`src/rtl/vga_pkg.sv`:
```
// Default VGA 640x480@60 timing constants, coordinate width and the per-axis phase type.
package vga_pkg;

  localparam int H_ACTIVE = 640;
  localparam int H_FP     = 16;
  localparam int H_SYNC   = 96;
  localparam int H_BP     = 48;
  localparam int V_ACTIVE = 480;
  localparam int V_FP     = 10;
  localparam int V_SYNC   = 2;
  localparam int V_BP     = 33;

  localparam int H_TOTAL  = H_ACTIVE + H_FP + H_SYNC + H_BP;
  localparam int V_TOTAL  = V_ACTIVE + V_FP + V_SYNC + V_BP;

  localparam int COORD_W  = 10;

  typedef enum logic [1:0] {
    PH_ACTIVE = 2'd0,
    PH_FRONT  = 2'd1,
    PH_SYNC   = 2'd2,
    PH_BACK   = 2'd3
  } phase_t;

endpackage

```
`src/rtl/vga_timing_ctrl_if.sv`:
```
// Raster output bundle between the timing controller and the pixel path.
// frame_cnt exists only when VGA_FRAME_CNT_EN is defined.
interface vga_timing_ctrl_if;
  import vga_pkg::*;

  logic               pix_stb;
  logic               hs_n;
  logic               vs_n;
  logic               de;
  logic [COORD_W-1:0] x;
  logic [COORD_W-1:0] y;
  logic               line_start;
  logic               frame_start;
`ifdef VGA_FRAME_CNT_EN
  logic [15:0]        frame_cnt;
`endif

  modport master (
    input  pix_stb,
    output hs_n, vs_n, de, x, y, line_start, frame_start
`ifdef VGA_FRAME_CNT_EN
    , output frame_cnt
`endif
  );

  modport slave (
    output pix_stb,
    input  hs_n, vs_n, de, x, y, line_start, frame_start
`ifdef VGA_FRAME_CNT_EN
    , input frame_cnt
`endif
  );

endinterface

```
`src/rtl/vga_axis_counter.sv`:
```
// One raster axis: position counter plus ACTIVE/FRONT/SYNC/BACK phase tracker.
// phase always describes the current cnt value; wrap flags the enabled last count.
module vga_axis_counter
  import vga_pkg::*;
#(
  parameter int ACTIVE = H_ACTIVE,
  parameter int FP     = H_FP,
  parameter int SYNC   = H_SYNC,
  parameter int BP     = H_BP
) (
  input  logic               clk,
  input  logic               rst,
  input  logic               en,
  output logic [COORD_W-1:0] cnt,
  output phase_t             phase,
  output logic               wrap
);

  localparam logic [COORD_W-1:0] A_END = COORD_W'(ACTIVE);
  localparam logic [COORD_W-1:0] F_END = COORD_W'(ACTIVE + FP);
  localparam logic [COORD_W-1:0] S_END = COORD_W'(ACTIVE + FP + SYNC);
  localparam logic [COORD_W-1:0] LAST  = COORD_W'(ACTIVE + FP + SYNC + BP - 1);

  logic               at_last;
  logic [COORD_W-1:0] nxt;

  assign at_last = (cnt == LAST);
  assign wrap    = en && at_last;
  assign nxt     = at_last ? '0 : cnt + 1'b1;

  // Phase changes are decided from the count being entered, so phase and cnt stay aligned.
  always_ff @(posedge clk or posedge rst) begin
    if (rst) begin
      cnt   <= '0;
      phase <= PH_ACTIVE;
    end else if (en) begin
      cnt <= nxt;
      case (phase)
        PH_ACTIVE: if (nxt == A_END) phase <= PH_FRONT;
        PH_FRONT:  if (nxt == F_END) phase <= PH_SYNC;
        PH_SYNC:   if (nxt == S_END) phase <= PH_BACK;
        PH_BACK:   if (at_last)      phase <= PH_ACTIVE;
        default:                     phase <= PH_ACTIVE;
      endcase
    end
  end

endmodule

```
`src/rtl/vga_timing_ctrl.sv`:
```
// VGA raster sequencer: two axis counters plus one registered output stage.
// Optional feature macro: VGA_FRAME_CNT_EN adds a 16-bit wrapping frame counter.
module vga_timing_ctrl
  import vga_pkg::*;
#(
  parameter int H_ACT = H_ACTIVE,
  parameter int H_F   = H_FP,
  parameter int H_S   = H_SYNC,
  parameter int H_B   = H_BP,
  parameter int V_ACT = V_ACTIVE,
  parameter int V_F   = V_FP,
  parameter int V_S   = V_SYNC,
  parameter int V_B   = V_BP
) (
  input  logic                clk,
  input  logic                rst,
  vga_timing_ctrl_if.master   bus
);

  logic [COORD_W-1:0] h_cnt, v_cnt;
  phase_t             h_ph, v_ph;
  logic               h_wrap;
  logic               v_wrap_unused;

  vga_axis_counter #(.ACTIVE(H_ACT), .FP(H_F), .SYNC(H_S), .BP(H_B)) u_h (
    .clk   (clk),
    .rst   (rst),
    .en    (bus.pix_stb),
    .cnt   (h_cnt),
    .phase (h_ph),
    .wrap  (h_wrap)
  );

  vga_axis_counter #(.ACTIVE(V_ACT), .FP(V_F), .SYNC(V_S), .BP(V_B)) u_v (
    .clk   (clk),
    .rst   (rst),
    .en    (bus.pix_stb & h_wrap),
    .cnt   (v_cnt),
    .phase (v_ph),
    .wrap  (v_wrap_unused)
  );

  logic               hs_n_p1, vs_n_p1, de_p1, line_start_p1, frame_start_p1;
  logic [COORD_W-1:0] x_p1, y_p1;
  logic               at_origin;

  assign at_origin = (h_cnt == '0) && (v_cnt == '0);

  // Stage p1: outputs capture the pre-increment counters; pulses self-clear every clk.
  always_ff @(posedge clk or posedge rst) begin
    if (rst) begin
      hs_n_p1        <= 1'b1;
      vs_n_p1        <= 1'b1;
      de_p1          <= 1'b0;
      x_p1           <= '0;
      y_p1           <= '0;
      line_start_p1  <= 1'b0;
      frame_start_p1 <= 1'b0;
    end else begin
      line_start_p1  <= 1'b0;
      frame_start_p1 <= 1'b0;
      if (bus.pix_stb) begin
        x_p1           <= h_cnt;
        y_p1           <= v_cnt;
        hs_n_p1        <= (h_ph != PH_SYNC);
        vs_n_p1        <= (v_ph != PH_SYNC);
        de_p1          <= (h_ph == PH_ACTIVE) && (v_ph == PH_ACTIVE);
        line_start_p1  <= (h_cnt == '0);
        frame_start_p1 <= at_origin;
      end
    end
  end

  assign bus.hs_n        = hs_n_p1;
  assign bus.vs_n        = vs_n_p1;
  assign bus.de          = de_p1;
  assign bus.x           = x_p1;
  assign bus.y           = y_p1;
  assign bus.line_start  = line_start_p1;
  assign bus.frame_start = frame_start_p1;

`ifdef VGA_FRAME_CNT_EN
  logic [15:0] frame_cnt_p1;

  always_ff @(posedge clk or posedge rst) begin
    if (rst) begin
      frame_cnt_p1 <= '0;
    end else if (bus.pix_stb && at_origin) begin
      frame_cnt_p1 <= frame_cnt_p1 + 16'd1;
    end
  end

  assign bus.frame_cnt = frame_cnt_p1;
`endif

endmodule

```
`src/flat_wrapper.sv`:
```
// flat-port wrapper written by rule: the top's interface ports become plain ports
module vga_timing_ctrl_flat import vga_pkg::*;
#(
  parameter int H_ACT = H_ACTIVE,
  parameter int H_F   = H_FP,
  parameter int H_S   = H_SYNC,
  parameter int H_B   = H_BP,
  parameter int V_ACT = V_ACTIVE,
  parameter int V_F   = V_FP,
  parameter int V_S   = V_SYNC,
  parameter int V_B   = V_BP
)
  (clk, rst, bus_pix_stb, bus_hs_n, bus_vs_n, bus_de, bus_x, bus_y, bus_line_start, bus_frame_start);
  vga_timing_ctrl_if bus_i ();
  input  logic clk;
  input  logic rst;
  input wire logic [$bits(bus_i.pix_stb)-1:0] bus_pix_stb;
  output wire logic [$bits(bus_i.hs_n)-1:0] bus_hs_n;
  output wire logic [$bits(bus_i.vs_n)-1:0] bus_vs_n;
  output wire logic [$bits(bus_i.de)-1:0] bus_de;
  output wire logic [$bits(bus_i.x)-1:0] bus_x;
  output wire logic [$bits(bus_i.y)-1:0] bus_y;
  output wire logic [$bits(bus_i.line_start)-1:0] bus_line_start;
  output wire logic [$bits(bus_i.frame_start)-1:0] bus_frame_start;
  assign bus_i.pix_stb = bus_pix_stb;
  assign bus_hs_n = bus_i.hs_n;
  assign bus_vs_n = bus_i.vs_n;
  assign bus_de = bus_i.de;
  assign bus_x = bus_i.x;
  assign bus_y = bus_i.y;
  assign bus_line_start = bus_i.line_start;
  assign bus_frame_start = bus_i.frame_start;
  vga_timing_ctrl #(.H_ACT(H_ACT), .H_F(H_F), .H_S(H_S), .H_B(H_B), .V_ACT(V_ACT), .V_F(V_F), .V_S(V_S), .V_B(V_B)) u_core (.clk(clk), .rst(rst), .bus(bus_i));
endmodule
```
`config.mk`:
```
export PLATFORM = sky130hd
export DESIGN_NAME = vga_timing_ctrl_flat
export DESIGN_NICKNAME = d
export VERILOG_FILES = /design/src/rtl/vga_pkg.sv /design/src/rtl/vga_timing_ctrl_if.sv /design/src/rtl/vga_axis_counter.sv /design/src/rtl/vga_timing_ctrl.sv /design/src/flat_wrapper.sv
export SDC_FILE = /design/constraint.sdc
export NUM_CORES = 1
export LEC_CHECK = 0
export BUFFER_PORTS_ARGS = -buffer_cell sky130_fd_sc_hd__clkbuf_2
export CAP_MARGIN = 20
export CORE_ASPECT_RATIO = 0.7
export CORE_UTILIZATION = 53
export DETAILED_ROUTE_END_ITERATION = 7
export PLACE_DENSITY = 0.77
export RECOVER_POWER = 25
export REMOVE_ABC_BUFFERS = 1
export SLEW_MARGIN = 20
export SYNTH_ARGS = -nofsm -noshare
export SYNTH_HDL_FRONTEND = slang
export SYNTH_SLANG_ARGS = --single-unit
```
`constraint.sdc`:
```
create_clock -name clk -period 2.5 [get_ports clk]
set_input_delay 0.5 -clock clk [delete_from_list [all_inputs] [get_ports clk]]
set_output_delay 0.5 -clock clk [all_outputs]
set_load 0.1 [all_outputs]
```
==> qor.csv <==
metric,value,unit
fin nets,327,
met3 Use GR,0.0542,
CP Data Required Time,2690,ps
CP endpoint kind,flip-flop,
crit path buf inv count,1,
Syn Area/Cell,9.78,µm²
"Max FO, Critical Path",5,
GRT Overall Usage,0.236,
vias,2268,
skew final,6.43,ps
"CP delay by family, top",compound AO/OA/AOI/OAI gates,
CTS Buffer Depth,2,
P_leak,1.42,nW
global routing usage on met1,0.379,
# Max-Cap Violations,0,
Final Power,2.34,mW
drt first pass iters,5,
Layout Utilization,0.640,
routed length per instance,16.5,µm
CTS root buf,clkbuf_8,
IO buf count,27,
largest net degree at the start of global routing,50,
Yosys warning count,0,
share of flip-flops with an asynchronous set or reset,1.00,
Area Growth Syn to Fin,13.1,%
drt drc,0,
"Distinct cells, synth",52,
Synth Flop Type,dfrtp_1,
PD cells,746,nW/µm²
Least-Margin Pin Slew,1210,ps
CP arrival,2590,ps
vias in the first global route,2057,
Peak VDD IR,458,µV
Final Hold Viols,0,
max-slew violation count,0,
worst rel slew slack,0.192,
Final period util,0.959,
most crowded layer after global routing,met1,
first-pass GRT wire length,10100,µm
hold_ws,470,ps
Clock transition at path regs,90,ps
CP Class,reg -> reg,
initial antenna violation count,0,
initial core utilization,0.566,
row cnt,21,
Final min period,2400,ps
Fmax,417,MHz
worst-path cell chain,"inv_1, ha_1, nor2b_1, a311o_1, a32oi_2, a41oi_2, a2111oi_2, mux2_1",
cts hold-fix bufs,0,
CP max-delay cell,dfrtp_1,
# H-tree levels,2,
part of the Yosys area used for sequential elements,0.444,
Final Cell Area,3130,µm²
HP Class,reg -> reg,
1st-iter DRT viols,167,
post-route ant nets,0,
run status,"complete, no violations",
fraction of layout cells with a size suffix above 1,0.257,
die area,5520,µm²
Congestion Overflow GR,0,
placed inst area,3000,µm²
Die X,88.4,µm
Die H,62.5,µm
Clock Latency Late Sink,300,ps
Gate Count Post-Synth,283,
CTS tree,done,
io pins,28,
clk sinks,49,
core area,4890,µm²
routing usage on met2,0.313,
CP peak stage delay,430,ps
Ant. Diodes,0,
Vias/cell,5.97,
Synth Cell Area,2770,µm²
RePlAce Congestion,0.960,
Synth Register Bits,49,
Post-synth EDFFs,0,
setup tns final,0,ps
Total Wirelength,6270,µm
"commonest non-fill, non-tap cell in the layout",dfrtp_1,
Worst Setup Start Kind,flip-flop,
most frequent cells in the layout,"dfrtp_1, clkbuf_2, o21ai_0",
HPWL Detailed,4250,µm
Final Setup Violations,0,
cts bufs inserted,5,
tightest hold or removal path, stage by stage (launching register included):
cell     delay (ps)
dfstp_2         380
inv_1            40
o21ai_0          60
per-layer routing:
metal	share of wire	vias to the layer above
li1	-	1073
met1	0.51	1098
met2	0.41	87
met3	0.064	10
met4	0.015	0
met5	0	-
metrics by stage:
step / setup slack, ps / cells
floorplan: 41.6 / 263
global placement: 130 / 371
detailed placement: 98.2 / 371
CTS: 74.3 / 379
global route: -18.7 / 380
finish: 101 / 380
path summary, 6_finish.rpt:
check                           cells past startpoint  slack [ps]                         endpoint                           from
worst max-delay path                                8         100  u_core.u_v.phase[1]$_DFFE_PP0P_  u_core.u_v.cnt[1]$_DFFE_PP0P_
worst min-delay path                                2         470      u_core.bus.hs_n$_DFFE_PP1P_    u_core.bus.hs_n$_DFFE_PP1P_
worst max register to register                      8         100  u_core.u_v.phase[1]$_DFFE_PP0P_  u_core.u_v.cnt[1]$_DFFE_PP0P_
worst min register to register                      2         470      u_core.bus.hs_n$_DFFE_PP1P_    u_core.bus.hs_n$_DFFE_PP1P_
max in group asynchronous                           3        1200  u_core.u_v.phase[0]$_DFFE_PP0P_                            rst
min in group asynchronous                           3         570      u_core.bus.y[8]$_DFFE_PP0P_                            rst
Yosys cell counts (2+ instances only):
cell type,count,area share
dfstp_2,2,0.019
o22ai_1,2,0.0045
nor2b_1,4,0.0090
nor4b_1,2,0.0063
nor2_1,15,0.020
buf_2,6,0.011
and3_1,6,0.014
a31oi_1,5,0.011
mux2i_1,2,0.0072
nor4_1,3,0.0068
clkbuf_1,12,0.016
and2_1,2,0.0045
xor2_1,2,0.0063
ha_1,14,0.063
mux2_2,20,0.081
o31ai_1,7,0.019
a41oi_1,3,0.0095
o2111ai_1,2,0.0063
or3_1,2,0.0045
o21ai_0,25,0.045
xnor2_1,6,0.019
inv_1,18,0.024
nor3_1,2,0.0036
nand2b_1,4,0.0090
nand2_1,19,0.026
a21o_1,2,0.0054
and4_1,3,0.0095
dfrtp_1,47,0.42
a21oi_1,8,0.014
nand4_1,4,0.0090
nand3_1,13,0.024
state kept, by name (all words and copies together), names as in the netlist:
register and flops:
u_core.bus.hs_n 1, u_core.u_v.cnt 10, u_core.u_v.phase 2, u_core.bus.y 10
u_core.bus.vs_n 1, u_core.u_h.phase 2, u_core.bus.x 10, u_core.bus.frame_start 1
u_core.bus.line_start 1, u_core.bus.de 1, u_core.u_h.cnt 10
cell families (layout without fill, tap and decap cells):
family / Yosys count / count (layout) / synth area share
AO/OA/AOI/OAI: 66 / 66 / 0.156
buffers and inverters: 38 / 66 / 0.0574
XOR/XNOR: 8 / 8 / 0.0253
multiplexers: 23 / 23 / 0.0927
AND/OR/NAND/NOR: 85 / 85 / 0.162
adder cells (fa/ha/maj): 14 / 14 / 0.0633
flip-flops: 49 / 49 / 0.444
what timing repair did:
action | 4_1_cts | 5_1_grt
gates resized for setup | 0 | 7
endpoints found under the setup margin | 0 | 2
setup buffers | 0 | 1
hold endpoints to repair | 0 | 0
report_power, final:
part           total [mW]  switching (mW)  internal, mW
clock               0.514           0.263         0.251
combinational       0.795           0.598         0.198
sequential           1.03           0.132         0.895
layout make-up:
class	instances	area, µm²
fill	398	1760
multi-input combinational	196	1420
sequential	49	1230
timing repair buffer	40	230
clock buffer	7	96.3
tap	69	86.3
inverter	18	67.6
clock inverter	1	5.00
Note: power is estimated with default switching activity, not from simulation.
